==> src/rtl/uart_pkg.sv <==
// rtl/uart_pkg.sv - shared state type, default sizes and parity helper for the UART receiver
package uart_pkg;

   localparam int DEF_DATA_BITS  = 8;
   localparam int DEF_OVERSAMPLE = 16;
   localparam int MAX_DATA_BITS  = 9;

   typedef enum logic [2:0] {
      IDLE,
      START,
      DATA,
      PARITY,
      STOP,
      BREAK_WAIT
   } rx_state_t;

   // 1 when the data bits, the received parity bit and the odd/even selector disagree
   function automatic logic parity_bad(logic [MAX_DATA_BITS-1:0] data, logic par_bit, logic odd);
      return (^data) ^ par_bit ^ odd;
   endfunction

endpackage

==> src/rtl/uart_rx_sampler.sv <==
// rtl/uart_rx_sampler.sv - oversample counter and sample-point strobe for the UART receiver
// UART_RX_MAJORITY_EN selects a 2-of-3 vote over the last three ticks instead of a single sample.
module uart_rx_sampler
   import uart_pkg::*;
#(
   parameter int OVERSAMPLE = DEF_OVERSAMPLE
) (
   input  logic clk,
   input  logic rst,
   input  logic baud_tick,
   input  logic rx_in,
   input  logic active,
   input  logic half,
   output logic strobe,
   output logic sample
);

   localparam int CW = $clog2(OVERSAMPLE);
   localparam logic [CW-1:0] FULL_LAST = CW'(OVERSAMPLE - 1);
   localparam logic [CW-1:0] HALF_LAST = CW'(OVERSAMPLE / 2 - 1);

   logic [CW-1:0] scnt;
   logic          at_point;

   // START samples after half a bit; every later bit one full period after the previous sample
   assign at_point = (scnt == (half ? HALF_LAST : FULL_LAST));
   assign strobe   = baud_tick & active & at_point;

   always_ff @(posedge clk) begin
      if (rst || !active) begin
         scnt <= '0;
      end else if (baud_tick) begin
         scnt <= at_point ? '0 : scnt + CW'(1);
      end
   end

`ifdef UART_RX_MAJORITY_EN
   logic [1:0] hist;

   always_ff @(posedge clk) begin
      if (rst) begin
         hist <= '0;
      end else if (baud_tick) begin
         hist <= {hist[0], rx_in};
      end
   end

   assign sample = (hist[1] & hist[0]) | (hist[1] & rx_in) | (hist[0] & rx_in);
`else
   assign sample = rx_in;
`endif

endmodule

==> src/rtl/uart_rx_ctrl.sv <==
// rtl/uart_rx_ctrl.sv - UART receive sequencer: start/data/parity/stop timing, error checks, output register
// Optional 2-of-3 sample voting is enabled with UART_RX_MAJORITY_EN (see uart_rx_sampler).
module uart_rx_ctrl
   import uart_pkg::*;
#(
   parameter int DATA_BITS  = DEF_DATA_BITS,
   parameter int OVERSAMPLE = DEF_OVERSAMPLE,
   parameter int PARITY_EN  = 1,
   parameter int PARITY_ODD = 0
) (
   input  logic                 clk,
   input  logic                 rst,
   input  logic                 baud_tick,
   input  logic                 rx_in,
   output logic [DATA_BITS-1:0] rx_data,
   output logic                 rx_valid,
   input  logic                 rx_ready,
   output logic                 parity_err,
   output logic                 frame_err,
   output logic                 overrun_err,
   output logic                 busy
);

   localparam int BW = $clog2(DATA_BITS);
   localparam logic [BW-1:0] LAST_BIT = BW'(DATA_BITS - 1);

   rx_state_t            state;
   logic [BW-1:0]        bcnt;
   logic [DATA_BITS-1:0] shreg;
   logic                 par_fail;
   logic                 active;
   logic                 strobe;
   logic                 sample;

   assign busy   = (state != IDLE);
   assign active = (state == START) || (state == DATA) || (state == PARITY) || (state == STOP);

   uart_rx_sampler #(
      .OVERSAMPLE(OVERSAMPLE)
   ) u_sampler (
      .clk      (clk),
      .rst      (rst),
      .baud_tick(baud_tick),
      .rx_in    (rx_in),
      .active   (active),
      .half     (state == START),
      .strobe   (strobe),
      .sample   (sample)
   );

   always_ff @(posedge clk) begin
      if (rst) begin
         state       <= IDLE;
         bcnt        <= '0;
         shreg       <= '0;
         par_fail    <= 1'b0;
         rx_data     <= '0;
         rx_valid    <= 1'b0;
         parity_err  <= 1'b0;
         frame_err   <= 1'b0;
         overrun_err <= 1'b0;
      end else begin
         parity_err  <= 1'b0;
         frame_err   <= 1'b0;
         overrun_err <= 1'b0;
         if (rx_valid && rx_ready) begin
            rx_valid <= 1'b0;
         end
         case (state)
            IDLE: begin
               if (baud_tick && !rx_in) begin
                  state <= START;
               end
            end
            START: begin
               if (strobe) begin
                  bcnt  <= '0;
                  state <= sample ? IDLE : DATA;
               end
            end
            DATA: begin
               if (strobe) begin
                  shreg <= {sample, shreg[DATA_BITS-1:1]};
                  if (bcnt == LAST_BIT) begin
                     bcnt     <= '0;
                     par_fail <= 1'b0;
                     state    <= (PARITY_EN != 0) ? PARITY : STOP;
                  end else begin
                     bcnt <= bcnt + BW'(1);
                  end
               end
            end
            PARITY: begin
               if (strobe) begin
                  par_fail <= parity_bad(MAX_DATA_BITS'(shreg), sample, 1'(PARITY_ODD));
                  state    <= STOP;
               end
            end
            STOP: begin
               if (strobe) begin
                  if (!sample) begin
                     frame_err  <= 1'b1;
                     parity_err <= par_fail;
                     state      <= BREAK_WAIT;
                  end else begin
                     state <= IDLE;
                     if (par_fail) begin
                        parity_err <= 1'b1;
                     end else if (rx_valid && !rx_ready) begin
                        overrun_err <= 1'b1;
                     end else begin
                        // overrides the handshake clear above when consume and load coincide
                        rx_data  <= shreg;
                        rx_valid <= 1'b1;
                     end
                  end
               end
            end
            BREAK_WAIT: begin
               if (baud_tick && rx_in) begin
                  state <= IDLE;
               end
            end
            default: state <= IDLE;
         endcase
      end
   end

endmodule
==> config.mk <==
export PLATFORM = sky130hd
export DESIGN_NAME = uart_rx_ctrl
export DESIGN_NICKNAME = d
export VERILOG_FILES = /design/src/rtl/uart_pkg.sv /design/src/rtl/uart_rx_sampler.sv /design/src/rtl/uart_rx_ctrl.sv
export SDC_FILE = /design/constraint.sdc
export NUM_CORES = 1
export LEC_CHECK = 0
export CAP_MARGIN = 20
export CORE_MARGIN = 2
export CORE_UTILIZATION = 48
export DETAILED_ROUTE_END_ITERATION = 8
export DONT_BUFFER_PORTS = 1
export GPL_ROUTABILITY_DRIVEN = 1
export PLACE_DENSITY = 0.73
export SLEW_MARGIN = 5
export SYNTH_ARGS = -nofsm -noshare
export SYNTH_HDL_FRONTEND = slang
export SYNTH_SLANG_ARGS = --single-unit
export TNS_END_PERCENT = 10
==> constraint.sdc <==
create_clock -name clk -period 1.7 [get_ports clk]
set_input_delay 0.34 -clock clk [delete_from_list [all_inputs] [get_ports clk]]
set_output_delay 0.34 -clock clk [all_outputs]
set_load 0.02 [all_outputs]
==> summary.txt <==
Cells and area
  – Final #Nets: roughly 170
  – Most frequent cells in the layout: 29 x nor2_1, 28 x dfxtp_1, 18 x mux2i_1, 7 x xnor2_1, 6 x buf_4
  – Antenna Diode Count: 0
  – Share of layout cells above drive strength 1: 0.127
  – Synth-to-layout area growth: 9.11%
  – Commonest non-fill, non-tap cell in the layout: nor2_1
  – Fin area: about 0.0016 mm²

Synth
  – Post-Synthesis Cell Area: approximately 0.0014 mm²
  – Mux share of post-synthesis cell area: 0.125
  – Number of synthesized flops with an enable pin: 0
  – Yosys warnings: 0
  – Largest family of logic cells by synthesized area: simple AND/OR/NAND/NOR gates
  – Compound-Gate Fraction of Synth Area: 0.0938
  – Post-Synth Adder-Cell Area: 0.0260
  – Syn nets: 161
  – Top_reg_cell synth: dfxtp_1
  – Simple-gate portion of the synthesized area: 0.201
  – Synth Area per Inst: around 9.4 µm²
  – Synth Area in XOR/XNOR: 0.0764
  – Mapped Cells: about 150
  – Fraction of registers with async set/reset: 0
  – Yosys cell types: 39
  – Sequential area share after synthesis: 0.431
  – Seq cells post-synth: 31

Timing
  – Fin crit period: roughly 1700 ps
  – Clock skew: roughly 8.1 ps
  – Setup repair after global routing missed its margin: true
  – Fmax: about 590 MHz
  – Period utilisation layout: 0.998
  – Final Setup Violations: 0
  – Least-Margin Pin Slew: around 420 ps
  – Setup TNS Final: 0 ps
  – Final hold vios: 0
  – Rel. slew slack: 0.720
  – Final max-slew violation count: 0

Global routing
  – GR Overflow Total: 0
  – Total Routing Usage GR: 0.165
  – Antenna violations before repair: 0
  – Global-route wire length before repair: roughly 4400 µm
  – Vias in the first global route: about 1,000
  – Largest net degree at the start of global routing: 28

Pwr
  – Power Total: around 1.2 mW
  – Net Switching: between 200 and 300 µW
  – Fraction of power consumed by sequential logic: 0.610
  – Pint: roughly 940 µW
  – Comb power frac: 0.028
  – Switch share: 0.222
  – Clk pwr share: 0.362
  – VDD IR max: between 400 and 500 µV
  – Pleak: roughly 0.64 nW
  – PwrDens: ~770 mW/mm²

Critical path
  – CP Class: reg2reg
  – Reg-to-reg critical path endpoint: par_fail
  – Critical Path Fanout Max: 5
  – Worst Setup Start Kind: register
  – Worst EP arrival: slightly below 2000 ps
  – Critical Path Source: u_sampler.scnt[0]
  – Register-to-register setup slack: between 3 and 4 ps
  – CP Capture Type: register
  – FF-to-FF Start: u_sampler.scnt[0]
  – R2R cell count: 5
  – CP required: 1930 ps

Route
  – DRT antenna net count: 0
  – Drt pass-1 iters: 6
  – DR WL/cell: approximately 14 µm
  – Drc violations: 3
  – Routed wire length: about 2600 µm
  – M1 WL: approximately 1200 µm
  – Met2 WL: approximately 1200 µm
  – Highest routed layer: met4
  – DRT iter0 DRCs: 60
  – Vias post-DR: approximately 1,100
  – Vias per cell: approximately 5.7
  – Met3 wire len: roughly 140 µm

CTS
  – Clk root buf: clkbuf_4
  – CTS max path bufs: 2
  – Clock sinks: 31
  – H-tree Lvls: 2
  – Total CTS buffers: 5
  – Hold_buf cts: 0
  – Clock slew at reported path FFs: approximately 100 ps
  – Worst-Skew Late Latency: 320 ps
  – CTS tree: done

Hold path
  – Hold Path Stages: 1
  – Worst hold endpoint: state[1]
  – Hold path start: rst
  – Hold Path Class: in2reg

Outcome
  – Failing checks: design-rule violations
  – Status: finished, violations left

Floorplan
  – Row cnt: 19
  – Initial core utilization: 0.514
  – Num ports: 18
  – Core area: roughly 0.0028 mm²
  – Die Y: 58.8 µm
  – Die ar.: ~0.0035 mm²
  – Die width: just under 60 µm

Flow run
  – Max-cap violation count: 0

Placed design
  – Final GP Congestion: about 0.87
  – Port Buffers: 0
  – Placed cell area: ~0.0015 mm²
  – Detail Placement HPWL: around 1700 µm
## routing by layer
layer / up-vias / global-route usage
met1: 514 / 0.223
li1: 547 / -
met2: 19 / 0.244
met4: 0 / 0.0682
met3: 2 / 0.0527
met5: - / 0
## power groups by stage
| stage | logic (mW) | clock network [mW] | registers (mW) |
|---|---|---|---|
| after floorplan | 0.0453 | 0 | 0.746 |
| after global placement | 0.0326 | 0 | 0.752 |
| after detailed placement | 0.0334 | 0 | 0.752 |
| after CTS | 0.0335 | 0.443 | 0.735 |
| after global routing | 0.0369 | 0.482 | 0.736 |
| final | 0.0336 | 0.436 | 0.734 |
## through the flow
step / cells / hold slack, ps / setup WS, ps / utilization
2_1_floorplan: 153 / 412 / 164 / -
3_3_place_gp: 178 / 414 / 82.6 / 0.521
3_5_place_dp: 178 / 417 / -0.775 / 0.521
4_1_cts: 186 / 65.3 / 3.02 / 0.544
5_1_grt: 189 / 45.4 / -52.6 / 0.561
6_report: 189 / 68.3 / 3.02 / 0.561
## cell usage after synthesis, types with 2 or more instances
library cell	count	area share
a31oi_1	3	0.013
o21ai_0	3	0.010
mux2i_1	18	0.12
nor2b_1	2	0.0087
nor4_1	2	0.0087
xor2_1	3	0.018
nor2_1	29	0.076
a22oi_1	3	0.016
nand2_1	2	0.0052
nor3b_1	4	0.021
buf_4	2	0.010
clkbuf_1	4	0.010
and3_1	2	0.0087
dfxtp_1	31	0.43
inv_1	5	0.013
ha_1	3	0.026
nand2b_1	3	0.013
nor3_1	3	0.010
buf_2	3	0.010
nand4_1	2	0.0087
xnor2_1	7	0.043
nand3b_1	2	0.010
## final cells by class
type | instances | area (µm²)
Sequential cell | 31 | 627
Clock inverter | 1 | 5.00
Fill cell | 251 | 1230
Tap cell | 31 | 38.8
Multi-Input combinational cell | 107 | 771
Inverter | 5 | 18.8
Clock buffer | 6 | 51.3
Timing Repair Buffer | 8 | 61.3
## flip-flops by register name (all words and copies together) (netlist names)
name / cells
u_sampler.scnt: 4
rx_data: 8
overrun_err: 1
state: 3
par_fail: 1
frame_err: 1
shreg: 8
rx_valid: 1
parity_err: 1
bcnt: 3
## timing repair
item	4_1_cts	5_1_grt
pin swaps	1	3
endpoints found under the setup margin	2	19
gates resized for setup	0	11
cloned	0	1
setup buffers	1	2
## kinds of logic after synthesis
| family | count (synthesis) |
|---|---|
| simple gates | 56 |
| buf+inv | 15 |
| mux | 18 |
| flops | 31 |
| compound gates | 19 |
| fa+ha+maj | 3 |
| xor+xnor | 11 |
## critical path: stages (launching register included)
cell,delay (ps)
dfxtp_4,380
ha_4,140
nand4_1,240
buf_4,220
or4b_1,500
o32ai_1,130
## how the worst max path moves through the flow
stage                      end  slack, ps
finish                par_fail          3
global route        rx_data[5]        -50
CTS                   shreg[1]          3
detailed placement    shreg[1]       -0.8
global placement      shreg[6]         80
floorplan             state[0]        160
Note: power is estimated with default switching activity, not from simulation.
